[src/rtl/adder_tree_loader.sv]
// Packs a valid/ready operand stream into the 8 adder-tree lanes, zero-fills short batches and returns the tree sum.
// Latency: out_valid rises TREE_LATENCY+1 cycles after the closing beat; in_ready is low from close until the result handshake.
// Optional out_count port (operands in the batch) is enabled by defining ADDER_LOADER_COUNT_EN.
module adder_tree_loader #(
    parameter int ADDER_WIDTH  = 96,
    parameter int TREE_LATENCY = 2
) (
    input  logic                     clk,
    input  logic                     rst,
    input  logic [ADDER_WIDTH-1:0]   in_data,
    input  logic                     in_valid,
    input  logic                     in_last,
    output logic                     in_ready,
    output logic [8*ADDER_WIDTH-1:0] lane_data,
    input  logic [ADDER_WIDTH:0]     tree_sum,
    output logic [ADDER_WIDTH:0]     out_sum,
    output logic                     out_valid,
    input  logic                     out_ready
`ifdef ADDER_LOADER_COUNT_EN
    ,
    output logic [3:0]               out_count
`endif
);

    localparam int CNT_W = (TREE_LATENCY < 1) ? 1 : $clog2(TREE_LATENCY + 1);

    typedef enum logic [1:0] {
        FILL = 2'd0,
        WAIT = 2'd1,
        HOLD = 2'd2
    } state_t;

    state_t                 state_q;
    state_t                 state_d;
    logic [2:0]             idx_q;
    logic [CNT_W-1:0]       cnt_q;
    logic [ADDER_WIDTH-1:0] lane_q [8];

    logic accept;
    logic close;

    assign accept = in_valid && in_ready;
    assign close  = accept && ((idx_q == 3'd7) || in_last);

    always_ff @(posedge clk) begin
        if (rst) begin
            state_q <= FILL;
        end else begin
            state_q <= state_d;
        end
    end

    always_comb begin
        state_d  = state_q;
        in_ready = 1'b0;
        case (state_q)
            FILL: begin
                in_ready = !rst;
                if (close) begin
                    state_d = WAIT;
                end
            end
            WAIT: begin
                if (cnt_q == '0) begin
                    state_d = HOLD;
                end
            end
            HOLD: begin
                if (out_valid && out_ready) begin
                    state_d = FILL;
                end
            end
            default: state_d = FILL;
        endcase
    end

    always_ff @(posedge clk) begin
        if (rst) begin
            idx_q     <= 3'd0;
            cnt_q     <= '0;
            out_sum   <= '0;
            out_valid <= 1'b0;
            for (int k = 0; k < 8; k++) begin
                lane_q[k] <= '0;
            end
        end else begin
            case (state_q)
                FILL: begin
                    if (accept) begin
                        idx_q <= idx_q + 3'd1;
                        // Lanes above the closing beat are zeroed so stale operands never reach the tree.
                        for (int k = 0; k < 8; k++) begin
                            if (k == int'(idx_q)) begin
                                lane_q[k] <= in_data;
                            end else if (close && (k > int'(idx_q))) begin
                                lane_q[k] <= '0;
                            end
                        end
                        if (close) begin
                            cnt_q <= CNT_W'(TREE_LATENCY);
                        end
                    end
                end
                WAIT: begin
                    if (cnt_q == '0) begin
                        out_sum   <= tree_sum;
                        out_valid <= 1'b1;
                    end else begin
                        cnt_q <= cnt_q - 1'b1;
                    end
                end
                HOLD: begin
                    if (out_valid && out_ready) begin
                        out_valid <= 1'b0;
                        idx_q     <= 3'd0;
                    end
                end
                default: ;
            endcase
        end
    end

`ifdef ADDER_LOADER_COUNT_EN
    always_ff @(posedge clk) begin
        if (rst) begin
            out_count <= 4'd0;
        end else if (close) begin
            out_count <= {1'b0, idx_q} + 4'd1;
        end
    end
`endif

    for (genvar g = 0; g < 8; g++) begin : g_lane
        assign lane_data[g*ADDER_WIDTH +: ADDER_WIDTH] = lane_q[g];
    end

endmodule

[config.mk]
export PLATFORM = sky130hd
export DESIGN_NAME = adder_tree_loader
export DESIGN_NICKNAME = d
export VERILOG_FILES = /design/src/rtl/adder_tree_loader.sv
export SDC_FILE = /design/constraint.sdc
export NUM_CORES = 1
export LEC_CHECK = 0
export ABC_AREA = 1
export BUFFER_PORTS_ARGS = -buffer_cell sky130_fd_sc_hd__buf_4
export CORE_AREA = 3 3 412 414
export DETAILED_ROUTE_END_ITERATION = 12
export DIE_AREA = 0 0 415 417
export SLEW_MARGIN = 20
export SYNTH_ARGS = -nofsm -noshare
export SYNTH_HDL_FRONTEND = slang
export SYNTH_SLANG_ARGS = --single-unit
[constraint.sdc]
create_clock -name clk -period 16.23 [get_ports clk]
set_input_delay 4.869 -clock clk [delete_from_list [all_inputs] [get_ports clk]]
set_output_delay 4.869 -clock clk [all_outputs]
set_load 0.02 [all_outputs]
==> metrics.md, run 1 <==
| Metric | Value |
|---|---|
| Mapped cell area | 30800 µm² |
| Part of the Yosys area used for sequential elements | 81.7% |
| Startpoint Class | primary input |
| First-pass GRT wire length | 169000 µm |
| Crit path kind | primary input to output pin |
| Hold_sp | out_sum[31] |
| Drt first pass iters | 5 |
| Largest net degree at the start of global routing | 100 |
| Unrepaired setup endpoints after global routing | no |
| Fraction of layout cells with a size suffix above 1 | 36.9% |
| Core Rows | 150 |
| Fin Clk Skew | 25.6 ps |
| CTS Buf Count | 95 |
| CP Data Arrival Time | 6020 ps |
| Ys Warns | 0 |
| Port Buffers | 1064 |
| Post-detail-place hpwl | 85600 µm |
| Final Hold Vio Count | 0 |
| Period Utilization, post-route | 67.1% |
| Initial Util | 18.5% |
| Die ar. | 173000 µm² |
| Hold_buf cts | 0 |
| Initial antenna violation count | 7 |
| Vias/cell | 3.98 |
| GPL Wtd Cong | 0.817 |
| Max cap viols | 0 |
| Clock Tree Root | clkbuf_16 |
| Syn nets | 2450 |
| Global route total overflow | 0 |
| Critical Path RT | 11360 ps |
| CTS resizes | 0 |
| Final Setup Violations | 0 |
| Number of placed I/O pins | 1065 |
| Die X | 415 µm |
| Worst-margin pin slew | 1070 ps |
| CTS H-tree lvls | 3 |
| Setup TNS | 0 ps |
| CTS sink count | 873 |
| Postcts setup bufs | 0 |
| FF+latch count, synth | 873 |
| Relative slew margins | 28.5% |
| Total global-route track usage | 13.7% |
| Critical Path Fanout Max | 37 |
| Chip height | 417 µm |
| DRC | 0 |
| Area delta synth->final | 43.9% |
| Via Count | 22200 |
| Post-Synthesis Cells | 2245 |
| Leak Pwr | 18.5 nW |
| Max clock buf depth | 3 |
| Hold Path Class | flop to flop |
| Clock insertion delay at the later pin of the skew report | 710 ps |
| Max Transition Viols Final | 0 |
| Status | finished, final reports clean |
| Vias in the first global route | 21800 |
| Hold Slack | 460 ps |
| Critical Path Source | rst |
| Clock transition at path regs | 60 ps |
| Routed len/inst | 22.4 µm |
| Highest clock rate | 91.9 MHz |
| Core Region | 167000 µm² |
| FILL cells | 17300 |
| Power Density | 122 nW/µm² |
| ANT nets after route | 0 |
| Unique cell type count in the Yosys netlist | 24 |
| Post-Syn Area per Cell | 13.7 µm² |
| RR Startpoint | state_q[0] |
| CTS tree | built |
| Nets | 3514 |
| Peak supply drop | 0.0836 mV |
| First DRT Iteration DRCs | 2142 |
| Crit end category | output pin |
| Aggregate routed wire length | 125000 µm |
| Tmin final | 10890 ps |
-- flip-flops by register name, indices dropped and copies added (netlist names) --
signal / count
state_q: 2
out_sum: 97
lane_q: 768
cnt_q: 2
out_valid: 1
idx_q: 3
-- layout by cell type (no fill, tap or decap) --
master and instances:
clkinv_4 3, or2_2 1, clkinv_1 15, clkinvlp_2 1, nor3_1 1, bufinv_16 1
nand3_1 105, nor2_1 779, nand4_2 1, nor2_4 2, clkinv_2 13, ha_4 1
o211ai_1 2, o21ai_4 1, o21ai_0 4, diode_2 3, a21oi_1 101, inv_6 2
nand2_8 1, inv_4 3, nand2_1 115, clkinv_16 4, inv_1 109, clkinvlp_4 4
inv_2 3, nand4_1 1, nand2_4 4, nand3_4 9, dfxtp_1 105, inv_8 2
ha_1 6, clkbuf_8 3, edfxtp_1 768, clkbuf_1 25, buf_4 1091, clkbuf_16 99
-- through the flow --
stage                     std cells  setup slack, ps  utilization, %  total power [mW]  instance area (µm²)
after detailed placement       5416             5290            24.8              3.35                41300
after floorplan                2245             5880               -              2.98                30800
after global routing           5590             5270            26.6              5.58                44400
final                          5592             5340            26.6              5.40                44400
after global placement         5416             5300            24.8              3.34                41300
after CTS                      5589             5300            26.6              5.47                44300
-- cells in the mapped netlist (all sizes together) --
cell type | instances | area share [%]
edfxtp | 768 | 75
nor3 | 1 | 0.016
a21oi | 101 | 1.6
clkbuf | 65 | 0.79
nand4 | 2 | 0.061
nor2 | 781 | 9.6
or2 | 1 | 0.020
nand2 | 120 | 1.5
o21ai | 5 | 0.093
o211ai | 2 | 0.049
clkinv | 1 | 0.012
dfxtp | 105 | 6.8
inv | 113 | 1.4
buf | 59 | 1.0
nand3 | 114 | 2.0
ha | 7 | 0.28
-- cell type report --
type,instances,area [µm²],area share [%]
clock buffers,127,2610,5.89
clock inverters,46,382,0.860
flip-flops and latches,873,25200,56.7
repair buffers,1091,8190,18.5
inverters,114,430,0.970
well taps,2204,2760,6.22
multi-input cells,1134,4810,10.9
diodes,3,7.51,0.0169
-- kinds of logic after synthesis --
group | Yosys count | synth area share (%)
buffers and inverters | 238 | 3.20
AND/OR/NAND/NOR | 1019 | 13.1
flip-flops | 873 | 81.7
adder cells (fa/ha/maj) | 7 | 0.284
AO/OA/AOI/OAI | 108 | 1.78
-- final timing paths --
check,to,slack [ps],cells after the start
worst max-delay path,in_ready,5340,5
worst min-delay path,out_sum[31],460,2
worst max register to register,lane_q[0][69],12300,6
worst min register to register,out_sum[31],460,2
-- where the power goes --
| group | internal (mW) | leakage (nW) | total, mW | switching [mW] |
|---|---|---|---|---|
| sequential | 2.59 | 8.87 | 2.63 | 0.0451 |
| combinational | 0.208 | 8.16 | 0.658 | 0.449 |
| clock | 1.16 | 1.45 | 2.10 | 0.946 |
| total | 3.96 | 18.5 | 5.40 | 1.44 |
-- critical path, cell delays in order --
cell and delay [ps]:
buf_4 240, inv_2 480, nand2_1 180, inv_1 90, buf_4 140
-- routing by layer --
layer	vias to the layer above	track usage (%)	part of all wire, %	wire length (µm)
met4	0	5.56	3.9	4910
met2	1099	24.3	52	64900
met3	239	3.50	7.3	9200
met1	11100	15.7	37	46200
li1	9756	-	-	-
met5	-	0	0	0
Power figures use the tool's default switching activity.
==> run 2: changes to the inputs <==
Settings changed: ABC_AREA 1 to 0, CORE_AREA 3 3 412 414 to 3 3 410 412, DIE_AREA 0 0 415 417 to 0 0 413 415.
Clock period 16.23 ns to 9.9 ns, I/O delays scaled along.
==> run 2 against run 1 <==
  * Wire length grew 12%
  * Largest power group unchanged
  * Critical endpoint unchanged
  * Non-clock buffer count up 5
  * Design area is 3.8% higher
  * Critical path depth is 2 lower
  * Worst hold slack got worse by 0.87 ps
  * Clock-buffer cell count is 1 higher
  * Synthesized cell count is 4.5% lower
==> metrics.md, run 2 <==
| Metric | Value |
|---|---|
| Sw Pwr | 2.43 mW |
| Peak supply drop | 0.139 mV |
| CTS sink count | 873 |
| Top FF cell, synth | edfxtp_1 |
| GPL Wtd Cong | 0.838 |
| Max cap viols | 0 |
| Drt first pass iters | 5 |
| Final Setup Violations | 0 |
| Count leader, synth | edfxtp_1 |
| Leak Pwr | 18.9 nW |
| Initial Util | 19.7% |
| Setup TNS | 0 ps |
| Fin Clk Skew | 40.7 ps |
| CP delay by family, top | buffers and inverters |
| Tmin final | 6840 ps |
| Clock transition at path regs | 60 ps |
| Core Region | 165000 µm² |
| Max Transition Viols Final | 0 |
| ANT nets after route | 0 |
| Die X | 413 µm |
| CTS resizes | 0 |
| Routed len/inst | 25.6 µm |
| Startpoint Class | primary input |
| Nets | 3409 |
| Port Buffers | 1064 |
| Synth area leader | edfxtp_1 |
| Clock insertion delay at the later pin of the skew report | 720 ps |
| CP Data Arrival Time | 3870 ps |
| GR Layer Usage met1 | 18.5% |
| Commonest non-fill, non-tap cell in the layout | buf_4 |
| Period Utilization, post-route | 69.1% |
| Power Density | 198 nW/µm² |
| DRC | 0 |
| Initial antenna violation count | 41 |
| Vias/cell | 3.99 |
| Layout Utilization | 27.9% |
| Crit end category | output pin |
| Critical Path Fanout Max | 54 |
| Biggest register | lane_q |
| Mapped cell area | 32400 µm² |
| Unrepaired setup endpoints after global routing | no |
| CTS Buf Count | 96 |
| Postcts setup bufs | 0 |
| Slowest-stage cell, CP | buf_4 |
| Largest cells by area after synthesis | edfxtp_1 71%, and2_1 13%, dfxtp_1 6.5% |
| First DRT Iteration DRCs | 1820 |
| Ys Warns | 0 |
| Post-synth EDFFs | 768 |
| CP cell instances | buf_4, nor3_1, buf_4 |
| Via Count | 21900 |
| Hold Path Class | flop to flop |
| CP max stage delay | 530 ps |
| Part of the power in registers | 47.9% |
| Relative slew margins | 29.4% |
| Highest clock rate | 146 MHz |
| Internal | 6.66 mW |
| Clock Tree Root | clkbuf_16 |
| M3 GR Usage | 4.34% |
| Post-synth ARST share | 0% |
| Largest net degree at the start of global routing | 74 |
| Chip height | 415 µm |
| Max clock buf depth | 3 |
| CTS H-tree lvls | 3 |
| Unique cell type count in the Yosys netlist | 44 |
| Part of the Yosys area used for sequential elements | 77.6% |
| FF+latch count, synth | 873 |
| Total global-route track usage | 15.8% |
| Clock network fraction of design power | 39.2% |
| Most common cell on crit path | buf_4 |
| Post-Synthesis Cells | 2143 |
| Max reg flops | 768 |
| Post-detail-place hpwl | 102000 µm |
| Biggest regs | lane_q: 768 flops, out_sum: 97 flops, idx_q: 3 flops |
| Bufs and invs on worst path | 2 |
| Final Hold Vio Count | 0 |
| Gate power share | 12.9% |
| Global route total overflow | 0 |
| Status | finished, final reports clean |
| Most frequent cells in the layout | 1095 x buf_4, 768 x edfxtp_1, 672 x and2_1 |
| Number of placed I/O pins | 1065 |
| Yosys top cell area share | 71.1% |
| Syn nets | 2348 |
| Post-Syn Area per Cell | 15.1 µm² |
| Hold_buf cts | 0 |
| Area delta synth->final | 41.9% |
| Crit path kind | primary input to output pin |
| Core Rows | 149 |
| Fraction of layout cells with a size suffix above 1 | 38.3% |
| Grt peak-use layer | met2 |
| Vias in the first global route | 21400 |
| Worst-margin pin slew | 1060 ps |
| Aggregate routed wire length | 140000 µm |
| First-pass GRT wire length | 187000 µm |
| Post-synth top cells | 768 x edfxtp_1, 672 x and2_1, 200 x nand2_1 |
| Critical Path RT | 6930 ps |
| Die ar. | 171000 µm² |
| GR Util met2 | 27.5% |
| Net Sw Frac | 26.8% |
| CTS tree | built |
[run 2: stage by stage]
| stage | cell area (µm²) | setup WS (ps) | power [mW] | hold WS (ps) | cells |
|---|---|---|---|---|---|
| floorplan | 32400 | 1390 | 4.93 | 517 | 2143 |
| global placement | 42900 | 3060 | 5.61 | 446 | 5294 |
| detailed placement | 42900 | 3030 | 5.63 | 450 | 5294 |
| CTS | 46000 | 3030 | 9.22 | 460 | 5470 |
| global route | 46000 | 2990 | 9.40 | 473 | 5471 |
| finish | 46000 | 3060 | 9.09 | 459 | 5481 |
[run 2: path summary, 6_finish.rpt]
path	start	to	slack, ps	depth (start not counted)
hold / removal	out_sum[34]	out_sum[34]	460	2
setup reg to reg	state_q[0]	lane_q[1][152]	6090	5
hold reg to reg	out_sum[34]	out_sum[34]	460	2
setup / recovery	rst	in_ready	3060	3
[run 2: worst reg2reg max path: stages, from the launching register on]
cell     delay [ps]
dfxtp_1         550
nor4b_4         360
buf_4           510
buf_4           740
a21o_4          470
buf_4           620
[run 2: cell families after synthesis]
kind of cell,share of synthesized area (%)
adder cells (fa/ha/maj),0.270
AO/OA/AOI/OAI,2.16
buffers and inverters,2.05
AND/OR/NAND/NOR,17.9
flip-flops,77.6
multiplexers,0.0309
[run 2: final cells by class]
class / instances / area [µm²]
clock buffers: 128 / 2640
multi-input cells: 1129 / 6710
clock inverters: 48 / 492
fillers: 16900 / 119000
diodes: 10 / 25.0
repair buffers: 1096 / 8230
flip-flops and latches: 873 / 25200
inverters: 8 / 30.0
well taps: 2189 / 2740
[run 2: routing by layer]
layer  share of wire (%)  routed length, µm
met5              0.0078                 11
met4                 3.2               4510
met3                 9.1              12700
met2                  50              70900
met1                  37              52300
[run 2: power by group through the flow]
stage               Sequential [mW]  Combinational (mW)  Clock (mW)
floorplan                      4.74               0.193           0
detailed placement             4.43                1.20           0
global placement               4.42                1.19           0
finish                         4.35                1.17        3.56
CTS                            4.35                1.20        3.66
global route                   4.37                1.23        3.80
